[config.mk]
export PLATFORM = sky130hd
export DESIGN_NAME = conv_window_accumulator_flat
export DESIGN_NICKNAME = d
export VERILOG_FILES = /design/src/rtl/conv_window_accumulator_if.sv /design/src/rtl/conv_window_accumulator.sv /design/src/flat_wrapper.sv
export SDC_FILE = /design/constraint.sdc
export NUM_CORES = 1
export LEC_CHECK = 0
export CAP_MARGIN = 40
export CORE_MARGIN = 3
export CORE_UTILIZATION = 30
export DETAILED_ROUTE_END_ITERATION = 6
export PLACE_DENSITY_LB_ADDON = 0.25
export SLEW_MARGIN = 20
export SYNTH_ARGS = -nofsm -noshare
export SYNTH_HDL_FRONTEND = slang
export SYNTH_SLANG_ARGS = --single-unit
[constraint.sdc]
create_clock -name clk -period 35.1 [get_ports clk]
set_clock_uncertainty 0.05 [all_clocks]
set_input_delay 5.265 -clock clk [delete_from_list [all_inputs] [get_ports clk]]
set_output_delay 5.265 -clock clk [all_outputs]
set_load 0.03 [all_outputs]
[src/rtl/conv_window_accumulator_if.sv]
// Handshake bundle for conv_window_accumulator.
// The input side carries 9 products plus bias with valid/ready; the output
// side carries a saturated pixel with valid/ready. busy reports in-flight
// work. The slave modport is the accumulator; the master modport is the
// producer/consumer that drives it.
interface conv_window_accumulator_if #(
    parameter int DATA_WIDTH = 32,
    parameter int N          = 9
);
    logic                             in_valid;
    logic                             in_ready;
    logic [N-1:0][DATA_WIDTH-1:0]     mult_result;
    logic [DATA_WIDTH-1:0]            bias;
    logic                             out_valid;
    logic                             out_ready;
    logic [DATA_WIDTH-1:0]            out_data;
    logic                             out_sat;
    logic                             busy;

    modport slave (
        input  in_valid,
        input  mult_result,
        input  bias,
        input  out_ready,
        output in_ready,
        output out_valid,
        output out_data,
        output out_sat,
        output busy
    );

    modport master (
        output in_valid,
        output mult_result,
        output bias,
        output out_ready,
        input  in_ready,
        input  out_valid,
        input  out_data,
        input  out_sat,
        input  busy
    );
endinterface

[src/rtl/conv_window_accumulator.sv]
// 3x3 convolution window accumulator.
// Takes the nine per-tap products of a window and reduces them through a
// three-stage registered adder tree. The window sums are accumulated over
// NUM_CH channel passes, with bias added on the first pass. Each finished
// pixel is saturated to DATA_WIDTH and presented with valid/ready.
// The whole pipeline freezes while a finished pixel waits on the consumer.
// Optional feature: define CONV_ACC_RELU_EN to clamp negative results to 0
// after saturation. out_sat still reports saturation only.
module conv_window_accumulator #(
    parameter int DATA_WIDTH = 32,
    parameter int N          = 9,
    parameter int NUM_CH     = 4,
    parameter int ACC_WIDTH  = 48
) (
    input  logic                          clk,
    input  logic                          rst,
    conv_window_accumulator_if.slave      bus
);
    localparam int CNT_W = (NUM_CH > 1) ? $clog2(NUM_CH) : 1;
    localparam int EXT_W = ACC_WIDTH - DATA_WIDTH;
    localparam logic [CNT_W-1:0] LAST_CH = CNT_W'(NUM_CH - 1);
    // Saturation bounds of a DATA_WIDTH signed value, in accumulator width.
    localparam logic signed [ACC_WIDTH-1:0] SAT_MAX =
        {{(EXT_W + 1){1'b0}}, {(DATA_WIDTH - 1){1'b1}}};
    localparam logic signed [ACC_WIDTH-1:0] SAT_MIN =
        {{(EXT_W + 1){1'b1}}, {(DATA_WIDTH - 1){1'b0}}};

    // Handshake control
    logic stall;
    logic adv;

    // Pipeline stage data and valid bits
    logic signed [ACC_WIDTH-1:0] s1_reg [N];
    logic signed [ACC_WIDTH-1:0] s2_reg [3];
    logic signed [ACC_WIDTH-1:0] s3_reg;
    logic                        s1_v_reg;
    logic                        s2_v_reg;
    logic                        s3_v_reg;

    // Accumulator state
    logic signed [ACC_WIDTH-1:0] acc_reg;
    logic signed [ACC_WIDTH-1:0] acc_next;
    logic [CNT_W-1:0]            ch_cnt_reg;
    logic [CNT_W-1:0]            ch_cnt_next;
    logic                        complete;
    logic signed [ACC_WIDTH-1:0] bias_ext;

    // Output stage
    logic                  out_valid_reg;
    logic [DATA_WIDTH-1:0] out_data_reg;
    logic                  out_sat_reg;
    logic [DATA_WIDTH-1:0] sat_data;
    logic                  sat_flag;
    logic [DATA_WIDTH-1:0] out_data_next;

    // A pending pixel that the consumer refuses freezes everything upstream.
    assign stall        = out_valid_reg & ~bus.out_ready;
    assign adv          = ~stall & ~rst;
    assign bus.in_ready = adv;

    assign bias_ext = {{EXT_W{bus.bias[DATA_WIDTH-1]}}, bus.bias};

    // Stage 1: capture the products, sign-extended to accumulator width.
    generate
        for (genvar gi = 0; gi < N; gi++) begin : g_s1
            always_ff @(posedge clk) begin
                if (adv) begin
                    s1_reg[gi] <= {{EXT_W{bus.mult_result[gi][DATA_WIDTH-1]}},
                                   bus.mult_result[gi]};
                end
            end
        end
    endgenerate

    // Stage 2: one partial sum per row of the 3x3 window.
    generate
        for (genvar gi = 0; gi < 3; gi++) begin : g_s2
            always_ff @(posedge clk) begin
                if (adv) begin
                    s2_reg[gi] <= s1_reg[3*gi] + s1_reg[3*gi+1] + s1_reg[3*gi+2];
                end
            end
        end
    endgenerate

    // Stage 3: combine the three row sums into the window sum.
    always_ff @(posedge clk) begin
        if (adv) begin
            s3_reg <= s2_reg[0] + s2_reg[1] + s2_reg[2];
        end
    end

    // Stage valid bits; bubbles travel down the pipe as cleared bits.
    always_ff @(posedge clk) begin
        if (rst) begin
            s1_v_reg <= 1'b0;
            s2_v_reg <= 1'b0;
            s3_v_reg <= 1'b0;
        end else if (adv) begin
            s1_v_reg <= bus.in_valid;
            s2_v_reg <= s1_v_reg;
            s3_v_reg <= s2_v_reg;
        end
    end

    // Channel accumulation: pass 0 reloads with bias, later passes add on.
    always_comb begin
        acc_next    = acc_reg;
        ch_cnt_next = ch_cnt_reg;
        complete    = 1'b0;
        if (s3_v_reg) begin
            if (ch_cnt_reg == '0) begin
                acc_next = bias_ext + s3_reg;
            end else begin
                acc_next = acc_reg + s3_reg;
            end
            if (ch_cnt_reg == LAST_CH) begin
                ch_cnt_next = '0;
                complete    = 1'b1;
            end else begin
                ch_cnt_next = ch_cnt_reg + 1'b1;
            end
        end
    end

    // Clip the new accumulator value into the DATA_WIDTH signed range.
    always_comb begin
        sat_data = acc_next[DATA_WIDTH-1:0];
        sat_flag = 1'b0;
        if (acc_next > SAT_MAX) begin
            sat_data = SAT_MAX[DATA_WIDTH-1:0];
            sat_flag = 1'b1;
        end else if (acc_next < SAT_MIN) begin
            sat_data = SAT_MIN[DATA_WIDTH-1:0];
            sat_flag = 1'b1;
        end
    end

    // Optional rectification applied after saturation.
    always_comb begin
        out_data_next = sat_data;
`ifdef CONV_ACC_RELU_EN
        if (sat_data[DATA_WIDTH-1]) begin
            out_data_next = '0;
        end
`endif
    end

    // Accumulator, channel counter and output register. When advancing,
    // out_valid simply follows completion: either nothing was pending, or
    // the pending pixel is being taken on this same edge.
    always_ff @(posedge clk) begin
        if (rst) begin
            acc_reg       <= '0;
            ch_cnt_reg    <= '0;
            out_valid_reg <= 1'b0;
            out_data_reg  <= '0;
            out_sat_reg   <= 1'b0;
        end else if (adv) begin
            acc_reg       <= acc_next;
            ch_cnt_reg    <= ch_cnt_next;
            out_valid_reg <= complete;
            if (complete) begin
                out_data_reg <= out_data_next;
                out_sat_reg  <= sat_flag;
            end
        end
    end

    assign bus.out_valid = out_valid_reg;
    assign bus.out_data  = out_data_reg;
    assign bus.out_sat   = out_sat_reg;
    assign bus.busy      = s1_v_reg | s2_v_reg | s3_v_reg | (ch_cnt_reg != '0);

endmodule
[src/flat_wrapper.sv]
// flat-port wrapper written by rule: the top's interface ports become plain ports
module conv_window_accumulator_flat 
#(
    parameter int DATA_WIDTH = 32,
    parameter int N          = 9,
    parameter int NUM_CH     = 4,
    parameter int ACC_WIDTH  = 48
)
  (clk, rst, bus_in_valid, bus_mult_result, bus_bias, bus_out_ready, bus_in_ready, bus_out_valid, bus_out_data, bus_out_sat, bus_busy);
  conv_window_accumulator_if #(.DATA_WIDTH(DATA_WIDTH), .N(N)) bus_i ();
  input  logic clk;
  input  logic rst;
  input wire logic [$bits(bus_i.in_valid)-1:0] bus_in_valid;
  input wire logic [$bits(bus_i.mult_result)-1:0] bus_mult_result;
  input wire logic [$bits(bus_i.bias)-1:0] bus_bias;
  input wire logic [$bits(bus_i.out_ready)-1:0] bus_out_ready;
  output wire logic [$bits(bus_i.in_ready)-1:0] bus_in_ready;
  output wire logic [$bits(bus_i.out_valid)-1:0] bus_out_valid;
  output wire logic [$bits(bus_i.out_data)-1:0] bus_out_data;
  output wire logic [$bits(bus_i.out_sat)-1:0] bus_out_sat;
  output wire logic [$bits(bus_i.busy)-1:0] bus_busy;
  assign bus_i.in_valid = bus_in_valid;
  assign bus_i.mult_result = bus_mult_result;
  assign bus_i.bias = bus_bias;
  assign bus_i.out_ready = bus_out_ready;
  assign bus_in_ready = bus_i.in_ready;
  assign bus_out_valid = bus_i.out_valid;
  assign bus_out_data = bus_i.out_data;
  assign bus_out_sat = bus_i.out_sat;
  assign bus_busy = bus_i.busy;
  conv_window_accumulator #(.DATA_WIDTH(DATA_WIDTH), .N(N), .NUM_CH(NUM_CH), .ACC_WIDTH(ACC_WIDTH)) u_core (.clk(clk), .rst(rst), .bus(bus_i));
endmodule
==> impl_metrics.yaml <==
synthesis:
  synth_compound_area_share_pct: 13.61
  synth_cells: 2623
  post-synth-top-count-cell: "edfxtp_1"
  synth.net_count: 3286
  synth_top_flop_cell: "edfxtp_1"
  ys_seq_elements: 567
  synth-seq-area-share_pct: 50.75
  synth_warnings: 0
  synth.avg_cell_area_um2: 12.14
  synth.area.mux_share_pct: 2.276
  synth_top_family_by_area: "adder cells"
  netlist.area_leader.share_pct: 45.28
  synth_xor_area_share_pct: 4.402
  synth-simple-area-share_pct: 9.991
  synthTopCellsByCount: "480 x edfxtp_1, 234 x a21oi_1, 191 x ha_1"
  synth_top_cell_by_area: "edfxtp_1"
  syn-cell-area_mm2: 0.03184
  ys_async_sr_fraction_pct: 0
  synthAdderAreaFrac_pct: 16.81
  synth.top_cells.by_area: "edfxtp_1 45%, fa_1 9.3%, ha_1 7.5%"
  synth-edff-count: 480
  synth.distinct_cells: 87
route:
  drcViolationCount: 0
  firstDrtPassIters: 5
  via_count: 21440
  routed_wl_mm: 83.22
  postRouteAntennaNets: 0
  via_per_inst: 4.845
  wl_per_cell_um: 18.81
  drt_iter0_markers: 1202
cts:
  cts_buffer_depth: 3
  numCtsBuffers: 70
  cts.clk_slew.worst_paths_ns: 0.06
  cts_tree: "built"
  cts_setup_buffers: 0
  cts-root-buf: "clkbuf_16"
  clock-sinks: 567
  clkLatencyLatePin_ns: 0.63
  cts_resized: 0
  htreeDepth: 3
  holdBufCountCts: 0
global_route:
  grt_start_max_net_pins: 177
  grt_usage_pct: 15.03
  first_global_vias: 21810
  antenna_found_initial: 5
  gr-total-overflow: 0
  grt_pass1_wl_mm: 129.3
power_and_ir_drop:
  ir_drop_mv: 0.03720
  cell_internal_pwr_mw: 2.020
  power_switching_mw: 1.314
  powerDensity_mw_per_mm2: 85.05
  p_clk_share_pct: 20.8
  p_seq_share_pct: 30.5
  power.leakage_nw: 14.22
  pwr-share-comb_pct: 48.7
  p_sw_share_pct: 39.41
finish:
  drive_gt1_share_pct: 6.373
  seq_area_mm2: 0.01616
  design_area_mm2: 0.03920
  area_delta_synth_final_pct: 23.14
  layout.nets: 3656
  n_fill_cell: 10100
  multi_input_area_mm2: 0.01501
  largest_reg_flops: 288
timing:
  fin_crit_ns: 12.62
  fmax_ghz: 0.07922
  rsz0062_at_grt: "no"
  period_share_pct: 35.97
  setup_tns_ns: 0
  hold_ws_ns: 0.4131
  finalHoldViolations: 0
  slew-limit-headroom_pct: 38.59
  finalSetupViolCount: 0
  finalMaxSlewViolations: 0
  worst_pin_slew_ns: 0.9212
placed_design:
  place_hpwl_mm: 64.20
  placed_cell_area_mm2: 0.03700
  portBuffers: 359
  gp_congestion: 0.8881
setup_path:
  critPathMaxStageDelay_ns: 0.76
  cp.required_ns: 29.78
  end_kind: "output pin"
  cp_data_arrival_time_ns: 7.31
  critPathBufInv: 2
  cp_top_family: "buffers and inverters"
  cp_slowest_cell: "clkdlybuf4s50_1"
  critical_path_class: "in -> out"
  worst_setup_path_start_kind: "input pin"
  cpMostUsedCell: "clkdlybuf4s50_1"
  cp_max_fo: 8
  path_cells: "clkdlybuf4s50_1, nand2b_1, nor2b_4, clkdlybuf4s50_1"
floorplanning:
  die_area_mm2: 0.1101
  rows: 118
  die_h_um: 331.8
  core_mm2: 0.1044
  io_pins: 360
  die_w_um: 331.8
  initial_core_util_pct: 30.50
outcome:
  status: "complete, no violations"
hold_path:
  hold_path.class: "reg -> reg"
flow_run:
  max-cap-violations: 0
-- routing by layer --
metal  vias up  global-route usage [%]  part of all wire, %  routed length [um]
met2       510                   24.26                   46               38560
met1     10310                   20.83                   47               39190
met3       107                   2.427                  4.4                3675
met5         -                       0                    0                   0
met4         0                   4.342                  2.2                1795
li1      10510                       -                    -                   -
-- power by group through the flow --
stage	clock, mW	combinational (mW)	sequential (mW)
after floorplan	0	1.17	1.02
after global placement	0	1.63	1.03
after detailed placement	0	1.63	1.03
after CTS	0.715	1.64	1.02
after global routing	0.741	1.84	1.03
final	0.692	1.63	1.02
-- cell usage in the layout, fill, tap and decap left out, drive strengths merged, types with 23 or more instances in the layout --
| cell | synthesis | final |
|---|---|---|
| a211oi | 30 | 30 |
| a21o | 65 | 65 |
| a21oi | 234 | 234 |
| clkbuf | 58 | 91 |
| clkdlybuf4s50 | 0 | 358 |
| clkinv | 1 | 23 |
| dfxtp | 87 | 87 |
| edfxtp | 480 | 480 |
| fa | 148 | 148 |
| ha | 191 | 191 |
| inv | 88 | 92 |
| mux2 | 35 | 35 |
| mux2i | 33 | 33 |
| nand2 | 183 | 183 |
| nand2b | 39 | 39 |
| nand3 | 46 | 46 |
| nand4 | 26 | 26 |
| nor2 | 177 | 177 |
| nor2b | 24 | 24 |
| nor3 | 35 | 35 |
| o21a | 40 | 40 |
| o21ai | 133 | 133 |
| o32ai | 32 | 32 |
| or3 | 44 | 44 |
| xnor2 | 122 | 122 |
| xor2 | 38 | 38 |
-- metrics by stage --
stage | setup WS (ns) | util, % | power [mW] | std cells
finish | 22.48 | 37.56 | 3.334 | 4425
global route | 22.35 | 37.56 | 3.616 | 4424
CTS | 22.37 | 37.52 | 3.377 | 4422
detailed placement | 22.38 | 35.45 | 2.665 | 4299
global placement | 22.36 | 35.40 | 2.664 | 4297
floorplan | 2.694 | - | 2.189 | 2623
-- layout make-up --
cell class	instances	share of cell area (%)
clock inverters	33	0.7628
inverters	89	0.8521
well taps	1380	4.404
diodes	1	0.006383
repair buffers	379	9.702
flip-flops and latches	567	41.21
multi-input cells	1886	38.30
clock buffers	90	4.765
-- worst paths after layout --
path	cells after the start	from	slack (ns)	endpoint
worst min-delay path	2	u_core.acc_reg[39]	0.41	u_core.acc_reg[39]
worst max register to register	18	u_core.ch_cnt_reg[0]	29.24	u_core.bus.out_data[30]
worst max-delay path	4	bus_out_ready	22.48	bus_in_ready
worst min register to register	2	u_core.acc_reg[39]	0.41	u_core.acc_reg[39]
-- worst reg2reg max path: cells and delay by family, from the launching register on --
family	cells	cell delay [ns]
compound gates	5	1.40
simple gates	6	1.33
buf+inv	3	0.95
fa+ha+maj	2	0.61
xor+xnor	1	0.55
mux	1	0.50
flops	1	0.34
-- cell families (layout without fill, tap and decap cells) --
kind of cell	Yosys count	in the layout
compound gates	669	669
simple gates	650	650
flops	567	567
fa+ha+maj	339	339
buf+inv	170	591
xor+xnor	160	160
mux	68	68
other cells	0	1
(Power assumes the default switching activity.)
